### src/rtl/vend_controller_if.sv
// Bus between the vending transaction sequencer and its surroundings:
// coin slot, selection keypad, dispenser handshake, coin-return hopper
// and status flags.
interface vend_controller_if;
  logic       coin_valid;
  logic [7:0] coin_value;
  logic       sel_valid;
  logic [2:0] sel_product;
  logic       cancel;
  logic       vend_req;
  logic       vend_ack;
  logic       coin_out_valid;
  logic [7:0] coin_out_value;
  logic       coin_out_ready;
  logic [7:0] credit;
  logic [7:0] change;
  logic       trans_success;
  logic       coin_reject;
  logic       no_funds;

  // Controller side
  modport master (
    input  coin_valid, coin_value, sel_valid, sel_product, cancel,
    input  vend_ack, coin_out_ready,
    output vend_req, coin_out_valid, coin_out_value,
    output credit, change, trans_success, coin_reject, no_funds
  );

  // Environment side (coin slot, keypad, dispenser, hopper)
  modport slave (
    output coin_valid, coin_value, sel_valid, sel_product, cancel,
    output vend_ack, coin_out_ready,
    input  vend_req, coin_out_valid, coin_out_value,
    input  credit, change, trans_success, coin_reject, no_funds
  );
endinterface

### src/rtl/vend_controller.sv
// Vending transaction sequencer: collects coins into a credit register,
// checks selections against the price table, handshakes with the
// dispenser and pays change back one coin per accepted transfer.
// Cancel and inactivity timeout refund the whole credit.
module vend_controller #(
  parameter int PRICE1     = 10,
  parameter int PRICE2     = 20,
  parameter int PRICE3     = 50,
  parameter int PRICE4     = 100,
  parameter int MAX_CREDIT = 200,
  parameter int TIMEOUT    = 1000,
  parameter int TIMER_W    = 16
) (
  input logic               clock,
  input logic               reset,
  vend_controller_if.master bus
);

  typedef enum logic [1:0] {IDLE, COLLECT, VEND, CHANGE} state_t;

  state_t             state;
  logic [TIMER_W-1:0] timer;
  logic [7:0]         credit_r;
  logic [7:0]         change_r;
  logic [7:0]         coin_out_value_r;
  logic               coin_out_valid_r;
  logic               vend_req_r;
  logic               trans_success_r;
  logic               coin_reject_r;
  logic               no_funds_r;

  function automatic logic [7:0] price_of(input logic [2:0] product);
    logic [7:0] p;
    p = 8'd0;
    case (product)
      3'd1:    p = 8'(PRICE1);
      3'd2:    p = 8'(PRICE2);
      3'd3:    p = 8'(PRICE3);
      3'd4:    p = 8'(PRICE4);
      default: p = 8'd0;
    endcase
    return p;
  endfunction

  function automatic logic [7:0] largest_coin(input logic [7:0] amount);
    logic [7:0] c;
    if (amount >= 8'd100)     c = 8'd100;
    else if (amount >= 8'd50) c = 8'd50;
    else if (amount >= 8'd20) c = 8'd20;
    else if (amount >= 8'd10) c = 8'd10;
    else                      c = 8'd0;
    return c;
  endfunction

  logic       sel_legal;
  logic [7:0] sel_price;
  logic [8:0] coin_sum;
  logic       coin_ok;
  logic       timeout_hit;
  logic [7:0] credit_after_coin;

  // Decode of this cycle's inputs; the coin sum is 9 bits so overflow past 255 is still caught
  assign sel_legal = bus.sel_valid && (bus.sel_product != 3'd0) && (bus.sel_product <= 3'd4);
  assign sel_price = price_of(bus.sel_product);
  assign coin_sum  = {1'b0, credit_r} + {1'b0, bus.coin_value};
  assign coin_ok   = bus.coin_valid
                     && ((bus.coin_value == 8'd10) || (bus.coin_value == 8'd20) ||
                         (bus.coin_value == 8'd50) || (bus.coin_value == 8'd100))
                     && (coin_sum <= 9'(MAX_CREDIT));
  assign timeout_hit       = (timer == TIMER_W'(TIMEOUT - 1)) && !sel_legal && !coin_ok;
  assign credit_after_coin = credit_r - coin_out_value_r;

  // Transaction state machine with all outputs registered
  always_ff @(posedge clock) begin
    if (!reset) begin
      state            <= IDLE;
      timer            <= '0;
      credit_r         <= 8'd0;
      change_r         <= 8'd0;
      coin_out_value_r <= 8'd0;
      coin_out_valid_r <= 1'b0;
      vend_req_r       <= 1'b0;
      trans_success_r  <= 1'b0;
      coin_reject_r    <= 1'b0;
      no_funds_r       <= 1'b0;
    end else begin
      trans_success_r <= 1'b0;
      coin_reject_r   <= 1'b0;
      no_funds_r      <= 1'b0;
      case (state)
        IDLE: begin
          if (sel_legal) begin
            no_funds_r    <= 1'b1;
            coin_reject_r <= bus.coin_valid;
          end else if (coin_ok) begin
            credit_r <= coin_sum[7:0];
            timer    <= '0;
            state    <= COLLECT;
          end else begin
            coin_reject_r <= bus.coin_valid;
          end
        end
        COLLECT: begin
          if (bus.cancel || timeout_hit) begin
            change_r         <= credit_r;
            coin_out_valid_r <= 1'b1;
            coin_out_value_r <= largest_coin(credit_r);
            timer            <= '0;
            coin_reject_r    <= bus.coin_valid;
            state            <= CHANGE;
          end else if (sel_legal) begin
            coin_reject_r <= bus.coin_valid;
            timer         <= '0;
            if (credit_r >= sel_price) begin
              credit_r   <= credit_r - sel_price;
              change_r   <= credit_r - sel_price;
              vend_req_r <= 1'b1;
              state      <= VEND;
            end else begin
              no_funds_r <= 1'b1;
            end
          end else if (coin_ok) begin
            credit_r <= coin_sum[7:0];
            timer    <= '0;
          end else begin
            coin_reject_r <= bus.coin_valid;
            timer         <= timer + TIMER_W'(1);
          end
        end
        VEND: begin
          coin_reject_r <= bus.coin_valid;
          if (bus.vend_ack) begin
            vend_req_r      <= 1'b0;
            trans_success_r <= 1'b1;
            if (credit_r != 8'd0) begin
              coin_out_valid_r <= 1'b1;
              coin_out_value_r <= largest_coin(credit_r);
              state            <= CHANGE;
            end else begin
              state <= IDLE;
            end
          end
        end
        CHANGE: begin
          coin_reject_r <= bus.coin_valid;
          if (coin_out_valid_r && bus.coin_out_ready) begin
            credit_r <= credit_after_coin;
            if (credit_after_coin == 8'd0) begin
              coin_out_valid_r <= 1'b0;
              coin_out_value_r <= 8'd0;
              state            <= IDLE;
            end else begin
              coin_out_value_r <= largest_coin(credit_after_coin);
            end
          end
        end
        default: state <= IDLE;
      endcase
    end
  end

  assign bus.vend_req       = vend_req_r;
  assign bus.coin_out_valid = coin_out_valid_r;
  assign bus.coin_out_value = coin_out_value_r;
  assign bus.credit         = credit_r;
  assign bus.change         = change_r;
  assign bus.trans_success  = trans_success_r;
  assign bus.coin_reject    = coin_reject_r;
  assign bus.no_funds       = no_funds_r;

endmodule

### src/flat_wrapper.sv
// flat-port wrapper written by rule: the top's interface ports become plain ports
module vend_controller_flat 
#(
  parameter int PRICE1     = 10,
  parameter int PRICE2     = 20,
  parameter int PRICE3     = 50,
  parameter int PRICE4     = 100,
  parameter int MAX_CREDIT = 200,
  parameter int TIMEOUT    = 1000,
  parameter int TIMER_W    = 16
)
  (clock, reset, bus_coin_valid, bus_coin_value, bus_sel_valid, bus_sel_product, bus_cancel, bus_vend_ack, bus_coin_out_ready, bus_vend_req, bus_coin_out_valid, bus_coin_out_value, bus_credit, bus_change, bus_trans_success, bus_coin_reject, bus_no_funds);
  vend_controller_if bus_i ();
  input logic clock;
  input logic reset;
  input wire logic [$bits(bus_i.coin_valid)-1:0] bus_coin_valid;
  input wire logic [$bits(bus_i.coin_value)-1:0] bus_coin_value;
  input wire logic [$bits(bus_i.sel_valid)-1:0] bus_sel_valid;
  input wire logic [$bits(bus_i.sel_product)-1:0] bus_sel_product;
  input wire logic [$bits(bus_i.cancel)-1:0] bus_cancel;
  input wire logic [$bits(bus_i.vend_ack)-1:0] bus_vend_ack;
  input wire logic [$bits(bus_i.coin_out_ready)-1:0] bus_coin_out_ready;
  output wire logic [$bits(bus_i.vend_req)-1:0] bus_vend_req;
  output wire logic [$bits(bus_i.coin_out_valid)-1:0] bus_coin_out_valid;
  output wire logic [$bits(bus_i.coin_out_value)-1:0] bus_coin_out_value;
  output wire logic [$bits(bus_i.credit)-1:0] bus_credit;
  output wire logic [$bits(bus_i.change)-1:0] bus_change;
  output wire logic [$bits(bus_i.trans_success)-1:0] bus_trans_success;
  output wire logic [$bits(bus_i.coin_reject)-1:0] bus_coin_reject;
  output wire logic [$bits(bus_i.no_funds)-1:0] bus_no_funds;
  assign bus_i.coin_valid = bus_coin_valid;
  assign bus_i.coin_value = bus_coin_value;
  assign bus_i.sel_valid = bus_sel_valid;
  assign bus_i.sel_product = bus_sel_product;
  assign bus_i.cancel = bus_cancel;
  assign bus_i.vend_ack = bus_vend_ack;
  assign bus_i.coin_out_ready = bus_coin_out_ready;
  assign bus_vend_req = bus_i.vend_req;
  assign bus_coin_out_valid = bus_i.coin_out_valid;
  assign bus_coin_out_value = bus_i.coin_out_value;
  assign bus_credit = bus_i.credit;
  assign bus_change = bus_i.change;
  assign bus_trans_success = bus_i.trans_success;
  assign bus_coin_reject = bus_i.coin_reject;
  assign bus_no_funds = bus_i.no_funds;
  vend_controller #(.PRICE1(PRICE1), .PRICE2(PRICE2), .PRICE3(PRICE3), .PRICE4(PRICE4), .MAX_CREDIT(MAX_CREDIT), .TIMEOUT(TIMEOUT), .TIMER_W(TIMER_W)) u_core (.clock(clock), .reset(reset), .bus(bus_i));
endmodule
### config.mk
export PLATFORM = sky130hd
export DESIGN_NAME = vend_controller_flat
export DESIGN_NICKNAME = d
export VERILOG_FILES = /design/src/rtl/vend_controller_if.sv /design/src/rtl/vend_controller.sv /design/src/flat_wrapper.sv
export SDC_FILE = /design/constraint.sdc
export NUM_CORES = 1
export LEC_CHECK = 0
export BUFFER_PORTS_ARGS = -buffer_cell sky130_fd_sc_hd__buf_2
export CAP_MARGIN = 20
export CELL_PAD_IN_SITES_DETAIL_PLACEMENT = 1
export CELL_PAD_IN_SITES_GLOBAL_PLACEMENT = 2
export CORE_MARGIN = 2
export CORE_UTILIZATION = 25
export DETAILED_ROUTE_END_ITERATION = 10
export PLACE_DENSITY = 0.61
export SLEW_MARGIN = 10
export SYNTH_ARGS = -nofsm -noshare
export SYNTH_HDL_FRONTEND = slang
export SYNTH_SLANG_ARGS = --single-unit
### constraint.sdc
create_clock -name clock -period 3.3 [get_ports clock]
set_input_delay 0.66 -clock clock [delete_from_list [all_inputs] [get_ports clock]]
set_output_delay 0.66 -clock clock [all_outputs]
set_load 0.01 [all_outputs]
==> run metrics <==
Worst Slack Setup Final=135.5 ps; post-synthesis adder-cell area fraction=0.08320; largest family of logic cells by synthesized area=compound AO/OA/AOI/OAI gates; dominant cells by area after synthesis=dfxtp_1, ha_1, a21oi_1, nor2_1, a211oi_1; CP Max Fanout=8; core area=0.01520 sq mm; Worst-path clk slew=70 ps; Hold Crit Class=register to register; CTS tree=yes; GPL Wtd Cong=0.8598; vias in the first global route=4381; Bufs on Longest Clock Path=2; post-synthesis sequential area ratio=0.2322; H-tree Lvls=2; post-DP HPWL=11840 microns; Reg2Reg Launch Point=u_core.bus.credit[3]$_SDFFE_PN0P_; Post-DP Area=0.004861 sq mm; antenna diode count=0; mapped cell area=0.003880 sq mm; mux contribution to synthesized area=0.02612; Hold Path End=u_core.bus.change[3]$_SDFFE_PN0P_; Final Max Slew Viols=0; fillers=1865; switching part of the total power=0.2968; Worst setup SP type=input pin; cell-internal power=1.076 mW; register share of total power=0.362; post-synthesis compound-gate area fraction=0.3147; First-pass DRT Iterations=4; vias per cell=5.274; Vias=4288; first-pass GRT wire length=23870 microns; final hold viol count=0; fmax=0.3160 GHz; Min-Delay Path Depth=2; post-synth cell types=76; largest net degree at the start of global routing=38; fraction of registers with async set/reset=0; Ys Warns=0; min Tclk post-route=3165 ps; number of synthesized register bits=45; pwr/cell area=294.3 mW/mm^2; WP data required=3490 ps; count of final setup violators=0; commonest cells in the netlist=nor2_1, a21oi_1, dfxtp_1, nand2_1, o21ai_0; clock network power share=0.377; CTS buffer count=5; DRC=0; # rows=45; xor and xnor area share after synthesis=0.02483; Chip Width=128.6 microns; Clock Latency Late Sink=290 ps; EDFF count, synth=0; Setup Slack @ Placement=-388.3 ps; combinational power share=0.261; fin area=0.005199 sq mm; static leakage=2.247 nW; clk sink count=45; Synth area leader=dfxtp_1; sw power=0.4541 mW; Post-Synth Simple-Gate Area=0.2583; R2R depth=10; Least-Margin Pin Slew=738.5 ps; share of Yosys cell area claimed by the top area cell type=0.2322; mean post-synth cell area=7.578 sq um; Die Footprint=0.01653 sq mm; Syn Inst Count=512; Area Overhead vs Synth=33.99%; cts hold-fix bufs=0; Setup Skew=5.358 ps; Tot Pwr=1.530 mW; initial core utilization=0.2552; Nets=667; max cap viols=0; post-route ant nets=0; Port Buf Inserts=44; ratio of cells with drive above 1 in the final layout=0.2832; Max IR drop VDD=0.0001910 V; hold_sp=u_core.bus.change[3]$_SDFFE_PN0P_; crit end category=register; most common flop cell mapped by yosys=dfxtp_1; Clk Tree Root Cell=clkbuf_16; R2R Setup Slk=140 ps; RSZ-0062 raised after global routing=yes; initial antenna violation count=0; Post-Route WL=15110 microns; Final period util=0.9589; I/O pins=47; status=completed; Rel. slew slack=0.5070; Total GRT Usage=0.1837; CP arrival=3350 ps; Initial DRC Count=201; drt wl/cell=18.59 microns; grt ovf=0; chip height=128.6 microns; WS Path Type=input pin to register; RR Endpoint=u_core.bus.credit[7]$_SDFFE_PN0P_; most frequent cell after synthesis=nor2_1
-- repair_timing --
| item | 4_1_cts | 5_1_grt |
|---|---|---|
| pin swaps | 0 | 7 |
| resized for setup | 2 | 23 |
| setup buffers | 0 | 7 |
| endpoints found under the setup margin | 2 | 29 |
-- metal layers --
layer,routed length [microns],GRT usage,share of wire
met1,6956,0.2369,0.46
met2,7492,0.3245,0.50
met3,348,0.02287,0.023
met4,313,0.04859,0.021
met5,0,0,0
-- through the flow --
step / utilization / hold slack (ps) / std cells / setup TNS [ps]
finish: 0.3420 / 457.1 / 813 / 0
global route: 0.3420 / 488.2 / 813 / -30.36
CTS: 0.3309 / 482.5 / 806 / 0
detailed placement: 0.3198 / 461.6 / 799 / -7893
global placement: 0.3198 / 462.9 / 799 / -4325
floorplan: - / 457.0 / 513 / 0
-- layout by cell type, fill, tap and decap left out, types with 4 or more instances in the layout --
master / Yosys / layout
and3_1: 8 / 8
o211ai_1: 4 / 4
buf_4: 3 / 78
o21a_1: 5 / 4
nor2_1: 52 / 51
buf_2: 8 / 44
a211o_1: 4 / 4
a21oi_2: 1 / 4
a221oi_1: 4 / 4
buf_12: 0 / 5
a31oi_1: 11 / 11
or3_1: 6 / 6
mux2i_1: 9 / 9
nand2b_1: 9 / 8
nand2_1: 36 / 35
nand4_1: 5 / 5
inv_1: 27 / 26
o21ai_0: 28 / 27
nand3_1: 15 / 14
nor2b_1: 10 / 10
a21o_1: 6 / 6
xnor2_1: 8 / 8
ha_1: 21 / 21
a211oi_1: 19 / 19
nand3b_1: 6 / 6
a21oi_1: 48 / 45
and2_1: 7 / 7
nor4_1: 5 / 5
clkbuf_16: 0 / 5
dfxtp_1: 45 / 45
nor3_1: 13 / 13
o21ai_1: 4 / 5
a311oi_1: 4 / 4
-- power by group through the flow --
stage | clock network [mW] | logic (mW) | registers [mW]
after floorplan | 0 | 0.200 | 0.568
after global placement | 0 | 0.366 | 0.566
after detailed placement | 0 | 0.371 | 0.566
after CTS | 0.600 | 0.374 | 0.554
after global routing | 0.621 | 0.432 | 0.554
final | 0.577 | 0.399 | 0.554
-- kinds of logic (layout without fill, tap and decap cells) --
family	count (synthesis)	in the layout
and+or+nand+nor	191	191
other	1	2
xor gates and xnor gates	11	11
adders and majority gates	24	24
buffers and inverters	52	164
muxes	10	10
DFF	45	45
AOI/OAI and AO/OA	178	178
-- worst max-delay path, stage by stage --
cell,delay [ps]
buf_2,120
ha_1,190
inv_1,80
fa_2,210
nand2b_4,140
a21oi_1,90
o31a_1,260
or4_1,510
buf_4,190
nor4_2,250
o21ai_2,160
buf_4,180
a221oi_1,290
-- final cells by class --
cell class	count	area (sq um)	share of cell area
well taps	188	235.2	0.04525
multi-input cells	416	2869	0.5519
flip-flops and latches	45	900.9	0.1733
clock buffers	5	125.1	0.02407
clock inverters	2	35.03	0.006739
repair buffers	129	928.4	0.1786
inverters	28	105.1	0.02022
-- flip-flops by register name (all words and copies together) (netlist names) --
register	flops
u_core.bus.coin_out_valid	1
u_core.bus.coin_reject	1
u_core.bus.change	8
u_core.bus.no_funds	1
u_core.state	2
u_core.timer	16
u_core.bus.trans_success	1
u_core.bus.vend_req	1
u_core.bus.credit	8
u_core.bus.coin_out_value	6
-- worst max path at each step --
stage | cells past startpoint | end | start
3_3_place_gp | 13 | u_core.bus.coin_out_value[5]$_SDFFE_PN0P_ | bus_coin_value[0]
5_1_grt | 13 | u_core.bus.credit[4]$_SDFFE_PN0P_ | bus_coin_value[0]
3_5_place_dp | 13 | u_core.bus.coin_out_value[5]$_SDFFE_PN0P_ | bus_coin_value[0]
4_1_cts | 13 | u_core.bus.credit[5]$_SDFFE_PN0P_ | bus_coin_value[0]
6_report | 13 | u_core.bus.credit[7]$_SDFFE_PN0P_ | bus_coin_value[0]
2_1_floorplan | 12 | u_core.bus.credit[4]$_SDFFE_PN0P_ | bus_coin_value[0]
Note: power is estimated with default switching activity, not from simulation.
